`src/rtl/and_gate_vector_sequencer_pkg.sv`:
```
// Shared definitions for the AND-gate vector sequencer family:
// state encodings, default hold time and the expected gate function.
package and_gate_vector_sequencer_pkg;

    typedef enum logic [1:0] {
        ST_IDLE = 2'd0,
        ST_RUN  = 2'd1,
        ST_DONE = 2'd2
    } agvs_state_e;

    localparam int unsigned HOLD_CYCLES_DEFAULT = 10;

    // Reduction AND over the low n bits of v.
    function automatic logic expected_out(
        input logic [31:0] v,
        input int          n
    );
        logic r;
        r = 1'b1;
        for (int i = 0; i < 32; i++) begin
            if (i < n) r = r & v[i];
        end
        return r;
    endfunction

endpackage

```
`src/rtl/and_gate_vector_sequencer_hold_counter.sv`:
```
// hold_counter: modulo-HOLD_CYCLES counter with synchronous clear
// and a terminal-count flag on the last count of the window.
module hold_counter
    import and_gate_vector_sequencer_pkg::*;
#(
    parameter int unsigned HOLD_CYCLES = HOLD_CYCLES_DEFAULT
) (
    input  logic clk,
    input  logic rst_n,
    input  logic clr_i,
    input  logic en_i,
    output logic tc_o
);

    localparam int unsigned CW =
        (HOLD_CYCLES > 1) ? $clog2(HOLD_CYCLES) : 1;
    localparam logic [CW-1:0] LAST = CW'(HOLD_CYCLES - 1);

    logic [CW-1:0] cnt_q;
    logic [CW-1:0] cnt_d;

    assign tc_o = (cnt_q == LAST);

    always_comb begin
        cnt_d = cnt_q;
        if (clr_i) begin
            cnt_d = '0;
        end else if (en_i) begin
            cnt_d = tc_o ? '0 : cnt_q + 1'b1;
        end
    end

    always_ff @(posedge clk or negedge rst_n) begin
        if (!rst_n) cnt_q <= '0;
        else        cnt_q <= cnt_d;
    end

endmodule

```
`src/rtl/and_gate_vector_sequencer.sv`:
```
// Exhaustive stimulus/response sequencer for an N_IN-input AND gate.
// Optional first-failure capture: define AGVS_FAIL_CAPTURE_EN.
module and_gate_vector_sequencer
    import and_gate_vector_sequencer_pkg::*;
#(
    parameter int unsigned N_IN        = 2,
    parameter int unsigned HOLD_CYCLES = HOLD_CYCLES_DEFAULT
) (
    input  logic            clk,
    input  logic            rst_n,
    input  logic            start_i,
    output logic [N_IN-1:0] vec_o,
    input  logic            dut_out_i,
    output logic            busy_o,
    output logic            done_o,
    output logic            pass_o,
`ifdef AGVS_FAIL_CAPTURE_EN
    output logic [N_IN-1:0] fail_vec_o,
    output logic            fail_valid_o,
`endif
    output logic [N_IN:0]   err_count_o
);

    agvs_state_e     state_q, state_d;
    logic [N_IN-1:0] vec_q, vec_d;
    logic [N_IN:0]   err_q, err_d;
    logic            busy_q, busy_d;
    logic            done_q, done_d;
    logic            pass_q, pass_d;
    logic            cnt_clr;
    logic            cnt_en;
    logic            cnt_tc;
    logic            mismatch;
`ifdef AGVS_FAIL_CAPTURE_EN
    logic [N_IN-1:0] fvec_q, fvec_d;
    logic            fval_q, fval_d;
`endif

    hold_counter #(
        .HOLD_CYCLES (HOLD_CYCLES)
    ) u_hold (
        .clk   (clk),
        .rst_n (rst_n),
        .clr_i (cnt_clr),
        .en_i  (cnt_en),
        .tc_o  (cnt_tc)
    );

    assign mismatch =
        dut_out_i != expected_out(32'(vec_q), int'(N_IN));

    always_comb begin
        state_d = state_q;
        vec_d   = vec_q;
        err_d   = err_q;
        busy_d  = busy_q;
        done_d  = 1'b0;
        pass_d  = pass_q;
        cnt_clr = 1'b0;
        cnt_en  = 1'b0;
`ifdef AGVS_FAIL_CAPTURE_EN
        fvec_d  = fvec_q;
        fval_d  = fval_q;
`endif
        unique case (state_q)
            ST_IDLE: begin
                if (start_i) begin
                    state_d = ST_RUN;
                    busy_d  = 1'b1;
                    vec_d   = '0;
                    err_d   = '0;
                    pass_d  = 1'b0;
                    cnt_clr = 1'b1;
`ifdef AGVS_FAIL_CAPTURE_EN
                    fval_d  = 1'b0;
`endif
                end
            end
            ST_RUN: begin
                cnt_en = 1'b1;
                if (cnt_tc) begin
                    if (mismatch) begin
                        err_d = err_q + 1'b1;
`ifdef AGVS_FAIL_CAPTURE_EN
                        if (!fval_q) begin
                            fvec_d = vec_q;
                            fval_d = 1'b1;
                        end
`endif
                    end
                    // Counter wraps to zero by itself at terminal count.
                    if (&vec_q) state_d = ST_DONE;
                    else        vec_d   = vec_q + 1'b1;
                end
            end
            ST_DONE: begin
                done_d  = 1'b1;
                busy_d  = 1'b0;
                pass_d  = (err_q == '0);
                state_d = ST_IDLE;
            end
            default: state_d = ST_IDLE;
        endcase
    end

    always_ff @(posedge clk or negedge rst_n) begin
        if (!rst_n) begin
            state_q <= ST_IDLE;
            vec_q   <= '0;
            err_q   <= '0;
            busy_q  <= 1'b0;
            done_q  <= 1'b0;
            pass_q  <= 1'b0;
        end else begin
            state_q <= state_d;
            vec_q   <= vec_d;
            err_q   <= err_d;
            busy_q  <= busy_d;
            done_q  <= done_d;
            pass_q  <= pass_d;
        end
    end

`ifdef AGVS_FAIL_CAPTURE_EN
    always_ff @(posedge clk or negedge rst_n) begin
        if (!rst_n) begin
            fvec_q <= '0;
            fval_q <= 1'b0;
        end else begin
            fvec_q <= fvec_d;
            fval_q <= fval_d;
        end
    end

    assign fail_vec_o   = fvec_q;
    assign fail_valid_o = fval_q;
`endif

    assign vec_o       = vec_q;
    assign err_count_o = err_q;
    assign busy_o      = busy_q;
    assign done_o      = done_q;
    assign pass_o      = pass_q;

endmodule

```
`config.mk`:
```
export PLATFORM = sky130hd
export DESIGN_NAME = and_gate_vector_sequencer
export DESIGN_NICKNAME = d
export VERILOG_FILES = /design/src/rtl/and_gate_vector_sequencer_pkg.sv /design/src/rtl/and_gate_vector_sequencer_hold_counter.sv /design/src/rtl/and_gate_vector_sequencer.sv
export SDC_FILE = /design/constraint.sdc
export NUM_CORES = 1
export LEC_CHECK = 0
export CORE_MARGIN = 2
export CORE_UTILIZATION = 54
export DETAILED_ROUTE_END_ITERATION = 12
export HOLD_SLACK_MARGIN = 0.02
export PLACE_DENSITY = 0.91
export SYNTH_ARGS = -nofsm -noshare
export SYNTH_HDL_FRONTEND = slang
export SYNTH_SLANG_ARGS = --single-unit
```
`constraint.sdc`:
```
create_clock -name clk -period 3 [get_ports clk]
set_clock_uncertainty 0.1 [all_clocks]
set_input_delay 0.75 -clock clk [delete_from_list [all_inputs] [get_ports clk]]
set_output_delay 0.75 -clock clk [all_outputs]
set_load 0.03 [all_outputs]
```
Yosys cells after proc, flatten, opt, wreduce, memory -nomap -nowiden
Index checks and enable logic that the tools add are counted.
{"block": "word_totals", "regBits": 14, "in_bits": 4, "out_inout_bits": 8, "wordCells": 53}
{"block": "op_classes", "n_addsub": 3, "n_eq_ne": 9, "muxes": 23, "n_bitwise": 1, "reduce_logical": 10}
{"op": "2-bit 2-to-1 mux", "n": 6}
{"op": "4-bit 2-to-1 mux", "n": 3}
{"op": "3-bit 2-to-1 mux", "n": 3}
{"op": "2-bit != test (second input constant)", "n": 4}
{"op": "2-bit one-hot mux with 2 select lines", "n": 2}
{"op": "4-bit AND reduction", "n": 2}
{"op": "1-bit 2-to-1 mux", "n": 6}
{"op": "3-bit one-hot mux with 2 select lines", "n": 1}
{"op": "2-bit nonzero test", "n": 3}
{"op": "4-bit by 1-bit adder with 4-bit output (second input constant)", "n": 1}
{"op": "4-bit equality test (second input constant)", "n": 1}
{"op": "1-bit one-hot mux with 2 select lines", "n": 2}
{"op": "2-bit AND reduction", "n": 2}
{"op": "3-bit by 1-bit adder with 3-bit output (second input constant)", "n": 1}
{"op": "3-bit logical NOT", "n": 1}
{"op": "3-bit AND reduction", "n": 1}
{"op": "2-bit by 1-bit adder with 2-bit output (second input constant)", "n": 1}
{"op": "2-bit by 1-bit equality test with 1-bit output (second input constant)", "n": 1}
{"op": "2-bit equality test (second input constant)", "n": 1}
{"op": "2-bit logical NOT", "n": 1}
{"op": "2-bit by 1-bit != test with 1-bit output (second input constant)", "n": 1}
{"op": "1-bit AND", "n": 1}
{"op": "1-bit != test", "n": 1}

Depth between registers and ports, before layout
{"block": "depth", "ltp_word": 5, "depth_mapped": 5, "depth_no_buf": 5}

Hierarchy
From an unflattened synthesis, not the netlist that was laid out.
{"block": "hier_totals", "cells_unflattened": 68, "hier_area_um2": 730.7}
{"module": "and_gate_vector_sequencer", "n_inst": 1, "cells_per_inst": 44, "area_each_um2": 499.2, "seq_area_each_um2": 250.2}
{"module": "hold_counter", "n_inst": 1, "cells_per_inst": 24, "area_each_um2": 231.5, "seq_area_each_um2": 100.1}

Worst setup path after synthesis
OpenSTA, ideal clock, no wires.
{"block": "synth_timing", "path_kind": "reg-to-reg", "from": "register vec_q[0] (netlist: vec_o[0])", "to": "register err_q[2] (netlist: err_count_o[2])", "setup_time_ps": 143, "t_arrival_ps": 1345, "t_required_ps": 2757, "setup_slack_ps": 1411, "stages_incl_launch_ff": 5, "n_path_buf": 0, "synth_period_minus_slack_ps": 1589, "cell_sequence": "dfrtp_1 -> ha_1 -> xor2_2 -> a31o_2 -> o311ai_2"}
{"block": "synth_between", "elab_chain_cells": 4}
{"element": "start, declared", "line": "and_gate_vector_sequencer.sv:25", "source": "logic [N_IN-1:0] vec_q, vec_d;"}
{"element": "start signal, assigned", "line": "and_gate_vector_sequencer.sv:116", "source": "vec_q <= vec_d;"}
{"element": "1-bit AND", "line": "and_gate_vector_sequencer_pkg.sv:21", "source": "if (i < n) r = r & v[i];"}
{"element": "1-bit != test", "line": "and_gate_vector_sequencer.sv:50", "source": "dut_out_i != expected_out(32'(vec_q), int'(N_IN));"}
{"element": "2-bit != test (no source line)"}
{"element": "4-bit AND reduction (no source line)"}
{"element": "end signal, assigned", "line": "and_gate_vector_sequencer.sv:117", "source": "err_q <= err_d;"}
{"element": "end, declared", "line": "and_gate_vector_sequencer.sv:26", "source": "logic [N_IN:0] err_q, err_d;"}
Every way passes these cells.
A chain may end at the register's enable or synchronous reset.

Worst setup path after layout
{"block": "layout_timing", "from": "register err_q[2] (netlist: err_count_o[2])", "to": "output err_count_o[2]"}
{"element": "end, declared", "line": "and_gate_vector_sequencer.sv:21", "source": "output logic [N_IN:0] err_count_o"}
No word-level cell between the ends.

==> summary.md <==
| Metric | Value |
|---|---|
| Number of flops mapped to enable cells by yosys | 0 |
| Commonest non-fill, non-tap cell in the layout | dfrtp_1 |
| Power Density | 870.3 nW/um^2 |
| Rows | 13 |
| Slew margin rel. | 58.99% |
| Post-CTS Hold Buffers | 0 |
| Sink Count | 14 |
| Finished Cell Area | 913.4 um^2 |
| Worst slew pin tran | 0.6133 ns |
| CP Cell Sequence | clkdlybuf4s50_1 |
| Peak supply drop | 0.0005107 V |
| Synthesized area per cell | 10.18 um^2 |
| Layout cell share with drive strength beyond 1 | 12.50% |
| Final #Nets | 98 |
| Most frequent cells in the layout | dfrtp_1, clkdlybuf4s50_1, nand2_1 |
| Worst Path Class, Setup | register to primary output |
| Fill count | 108 |
| Critical path's slowest cell | clkdlybuf4s50_1 |
| Resized cells post-CTS | 0 |
| Synth cell types | 30 |
| CP Data Required Time | 2.15 ns |
| Status | finished clean |
| Antenna-violating nets left | 0 |
| Gr usage total | 21.54% |
| DRC Markers | 0 |
| Via count | 582 |
| CTS Buf Count | 3 |
| Initial antenna violation count | 0 |
| Initial cell density of the core | 57.88% |
| Max cap viols | 0 |
| Top delay family on crit path | buffers and inverters |
| Leak | 0.4102 nW |
| Top cell type's share of synthesized area | 46.51% |
| Final worst path period share | 75.81% |
| Drt first pass iters | 4 |
| Synth-to-layout area growth | 21.26% |
| Setup bufs post-CTS | 0 |
| Clock transition at path regs | 0.08 ns |
| Worst r2r src | vec_o[0] |
| H-tree Lvls | 1 |
| First-pass GRT wire length | 2.221 mm |
| Dpl hpwl | 1.032 mm |
| Mapped Nets | 83 |
| TNS Setup | 0 ns |
| DR WL/cell | 13.56 um |
| Final GP Congestion | 0.7718 |
| Drt first-iter violations | 12 |
| GR Overflow Total | 0 |
| Num ports | 12 |
| Port bufs | 11 |
| Vias per inst | 5.650 |
| Largest net degree at the start of global routing | 15 |
| Post-route minimum period | 2.274 ns |
| Fin. Hold Viols | 0 |
| Maximum clock rate | 439.7 MHz |
| Die Span Y | 41.35 um |
| Worst-Skew Late Latency | 0.29 ns |
| Vias in the first global route | 474 |
| Die extent in x | 41.35 um |
| Synth area leader | dfrtp_1 |
| Register area share after synthesis | 46.51% |
| Hold_sp | busy_o |
| Top post-synthesis cells by area | dfrtp_1, ha_1, nand2_1 |
| FFs w/ async S/R, synth | 100.0% |
| Placement Cell Area | 877.1 um^2 |
| TritonCTS clock tree | built |
| Clock Tree Root | clkbuf_4 |
| Core Footprint | 1301 um^2 |
| Worst hold path type | register to register |
| Crit path DAT | 1.42 ns |
| Startpoint class of the critical path | register |
| Max Slew Vio Count | 0 |
| Synthesized cell area | 753.2 um^2 |
| Mapped Cells | 74 |
| Yosys warning count | 0 |
| Synth Flop Type | dfrtp_1 |
| Crit Path Max Fanout | 5 |
| Final setup vio count | 0 |
| Die area | 1709 um^2 |
| Antenna Cells | 0 |
| Yosys reg bits | 14 |
| Crit path largest cell delay | 0.70 ns |
| Setup crit start | err_count_o[2] |
| Unrepaired setup endpoints after global routing | false |
| Worst Setup End Kind | primary output |
| Buffers & Inverters on Critical Path | 1 |
| Wirelength, routed | 1.397 mm |
| Max Buffers Root-to-Sink | 2 |
## area by class of cell
type | instances | area (um^2) | share of cell area [%]
flip-flops and latches | 14 | 350.3 | 38.36
inverters | 6 | 22.52 | 2.466
well taps | 15 | 18.77 | 2.055
repair buffers | 11 | 110.1 | 12.05
clock buffers | 4 | 36.28 | 3.973
multi-input cells | 53 | 375.4 | 41.10
## metal layers
layer	GRT usage, %	wire (um)	vias up
li1	-	-	287
met1	30.34	654	271
met2	29.30	633	20
met3	7.979	86	4
met4	9.677	23	0
met5	0	0	-
## path summary, 6_finish.rpt
kind                             endpoint  slack (ns)  cells past startpoint
max                        err_count_o[2]        0.73                      1
min                                busy_o        0.41                      2
max reg2reg                err_count_o[2]        1.45                      4
min reg2reg                        busy_o        0.41                      2
max in group asynchronous      state_q[1]        1.67                      1
min in group asynchronous          pass_o        0.74                      1
## power by group
part           leakage [nW]  switching, mW  internal, mW
combinational         0.215          0.190         0.146
sequential            0.174         0.0723         0.247
clock                0.0210         0.0653        0.0740
total                 0.410          0.327         0.468
## cell families after synthesis
kind of cell | synth area share (%)
compound gates | 14.78
xor+xnor | 3.323
fa+ha+maj | 8.306
buf+inv | 3.654
flops | 46.51
mux | 2.658
simple gates | 20.77
## stage by stage
| stage | std cells | power [mW] | hold WS [ns] | util [%] | worst slack [ns] |
|---|---|---|---|---|---|
| detailed placement | 99 | 0.6591 | 0.3907 | 67.40 | 0.8082 |
| global route | 103 | 0.8634 | 0.4352 | 70.19 | 0.6587 |
| floorplan | 74 | 0.5456 | 0.3544 | - | 1.411 |
| global placement | 99 | 0.6454 | 0.3772 | 67.40 | 0.8513 |
| finish | 103 | 0.7949 | 0.4054 | 70.19 | 0.7256 |
| CTS | 103 | 0.7979 | 0.4094 | 70.19 | 0.7079 |
## cells in the mapped netlist (2+ instances only)
master,n
a31oi_1,2
o21ai_0,6
mux2i_1,2
nand2_1,9
nor2b_1,2
dfrtp_1,14
a21oi_1,3
inv_1,6
nor2_1,2
nand3_1,3
ha_1,5
nand3b_1,2
## state kept, by name, indices dropped and copies added, names as in the netlist
signal	flops
busy_o	1
done_o	1
err_count_o	3
pass_o	1
state_q	2
u_hold.cnt_q	4
vec_o	2
(Power assumes the default switching activity.)
==> RTL change (same flow settings) <==
Add a define of `AGVS_FAIL_CAPTURE_EN`.
--- a/src/rtl/and_gate_vector_sequencer.sv
+++ b/src/rtl/and_gate_vector_sequencer.sv
@@ -2,2 +2,4 @@
 // Optional first-failure capture: define AGVS_FAIL_CAPTURE_EN.
+`define AGVS_FAIL_CAPTURE_EN
+
 module and_gate_vector_sequencer
Check against the original RTL (old outputs only; new: fail_valid_o and fail_vec_o): equivalent (Yosys induction, for registers that start in step).
==> RTL change against the original RTL <==
  * Sequential cell count up 3
  * Sequential share of layout area up 1.7 points
  * Setup slack worse by 0.023 ns
  * Final area up 16%
  * Sequential power up 29%
  * Clock power down 13%
  * Wire length up 22%
  * Die area up 15%
  * Area after synthesis up 17%
  * Power up 30%
  * Critical path type unchanged
  * Largest cell class unchanged
  * Largest power group unchanged
==> RTL change: results (changes against the original RTL) <==
<table>
<tr><th>Metric</th><th>Value</th></tr>
<tr><th colspan="2">STA</th></tr>
<tr><td>Transition time at the pin with the least slew margin</td><td>0.721 ns (was 0.613 ns)</td></tr>
<tr><td>Worst Hold Margin</td><td>0.406 ns (was 0.405 ns)</td></tr>
<tr><td>Achievable clock frequency</td><td>0.435 GHz (was 0.440 GHz)</td></tr>
<tr><th colspan="2">Status</th></tr>
<tr><td>Result of the run</td><td>complete, no violations (unchanged)</td></tr>
<tr><th colspan="2">Logic synthesis</th></tr>
<tr><td>Top post-synthesis cells by area</td><td>dfrtp_1, ha_1, nand2_1 (unchanged)</td></tr>
<tr><td>Fraction of the yosys area taken by sequential cells</td><td>0.482 (was 0.465)</td></tr>
<tr><td>Post-synthesis net count</td><td>96 (was 83)</td></tr>
<tr><th colspan="2">Drt</th></tr>
<tr><td>DRC marker count from the first detailed-route iteration</td><td>18 (was 12)</td></tr>
<tr><td>Routed met3 length</td><td>53 um (was 86 um)</td></tr>
<tr><td>Via total after detailed routing</td><td>689 (was 582)</td></tr>
<tr><td>Post-detailed-routing wire length</td><td>1710 um (was 1400 um)</td></tr>
<tr><th colspan="2">Worst setup path</th></tr>
<tr><td>Setup slack of the worst register-to-register path</td><td>1.04 ns (was 1.45 ns)</td></tr>
<tr><td>CP Launch Point</td><td>err_count_o[0] (was err_count_o[2])</td></tr>
<tr><td>Worst reg2reg endpoint</td><td>fail_vec_o[1] (was err_count_o[2])</td></tr>
<tr><td>Destination of the critical timing path</td><td>err_count_o[0] (was err_count_o[2])</td></tr>
<tr><th colspan="2">Placed design</th></tr>
<tr><td>Post-placement worst setup slack</td><td>0.565 ns (was 0.808 ns)</td></tr>
<tr><td>HPWL after detailed placement</td><td>1320 um (was 1030 um)</td></tr>
<tr><th colspan="2">Pwr</th></tr>
<tr><td>Clock share of power</td><td>0.117 (was 0.175)</td></tr>
<tr><td>Worst-case vdd ir drop</td><td>0.687 mV (was 0.511 mV)</td></tr>
<tr><td>Switching share of power</td><td>0.426 (was 0.412)</td></tr>
<tr><td>Portion of total power attributed to sequential cells</td><td>0.397 (was 0.402)</td></tr>
<tr><th colspan="2">Cells and area</th></tr>
<tr><td>Final #Nets</td><td>113 (was 98)</td></tr>
<tr><th colspan="2">Global route</th></tr>
<tr><td>First-pass GRT wire length</td><td>2860 um (was 2220 um)</td></tr>
<tr><td>Number of global-route vias before repair</td><td>619 (was 474)</td></tr>
<tr><td>Aggregate global-route resource usage</td><td>0.203 (was 0.215)</td></tr>
<tr><td>Largest net degree at the start of global routing</td><td>18 (was 15)</td></tr>
</table>
==> RTL change: cell count changes after synthesis, sizes merged, moves of 2 or more <==
cell    before  now
nand2        9   12
nand2b       1    3
nand3        4    2
a31oi        2    0
o21ai        7    5
or4          0    2
nor2         2    6
dfrtp       14   17
mux2         0    2
clkbuf       0    2
==> RTL change: logic make-up (layout without fill, tap and decap cells) <==
logic type               Yosys count  in the layout  share of synthesized area
AND/OR/NAND/NOR                   33             33                      0.197
AO/OA/AOI/OAI                     18             18                      0.139
flip-flops                        17             17                      0.482
buffers and inverters              8             24                     0.0340
adder cells (fa/ha/maj)            5              5                     0.0709
multiplexers                       4              4                     0.0567
XOR/XNOR                           2              2                     0.0199
==> RTL change: how the worst min path moves through the flow <==
stage	startpoint	end
after CTS	pass_o	pass_o
after global placement	pass_o	pass_o
final	pass_o	pass_o
after global routing	fail_vec_o[1]	fail_vec_o[1]
after floorplan	rst_n	busy_o
after detailed placement	pass_o	pass_o
==> RTL change: through the flow <==
step	instance area, um^2	power (mW)	util	std cells
final	1060	1.03	0.697	119
after CTS	1060	1.04	0.697	119
after detailed placement	1030	0.920	0.679	115
after global placement	1030	0.891	0.679	115
after floorplan	882	0.738	-	87
after global routing	1060	1.11	0.697	119
==> RTL change: cell type report <==
type / instances / area (um^2)
Fill cell: 118 / 462
Tap cell: 16 / 20.0
Multi-Input combinational cell: 62 / 427
Clock inverter: 1 / 5.00
Sequential cell: 17 / 425
Clock buffer: 3 / 22.5
Timing Repair Buffer: 14 / 140
Inverter: 6 / 22.5
==> RTL change: layer usage <==
metal  up-vias  track usage
met3         5       0.0245
met1       332        0.288
met2        12        0.315
li1        340            -
met4         0       0.0909
met5         -            0
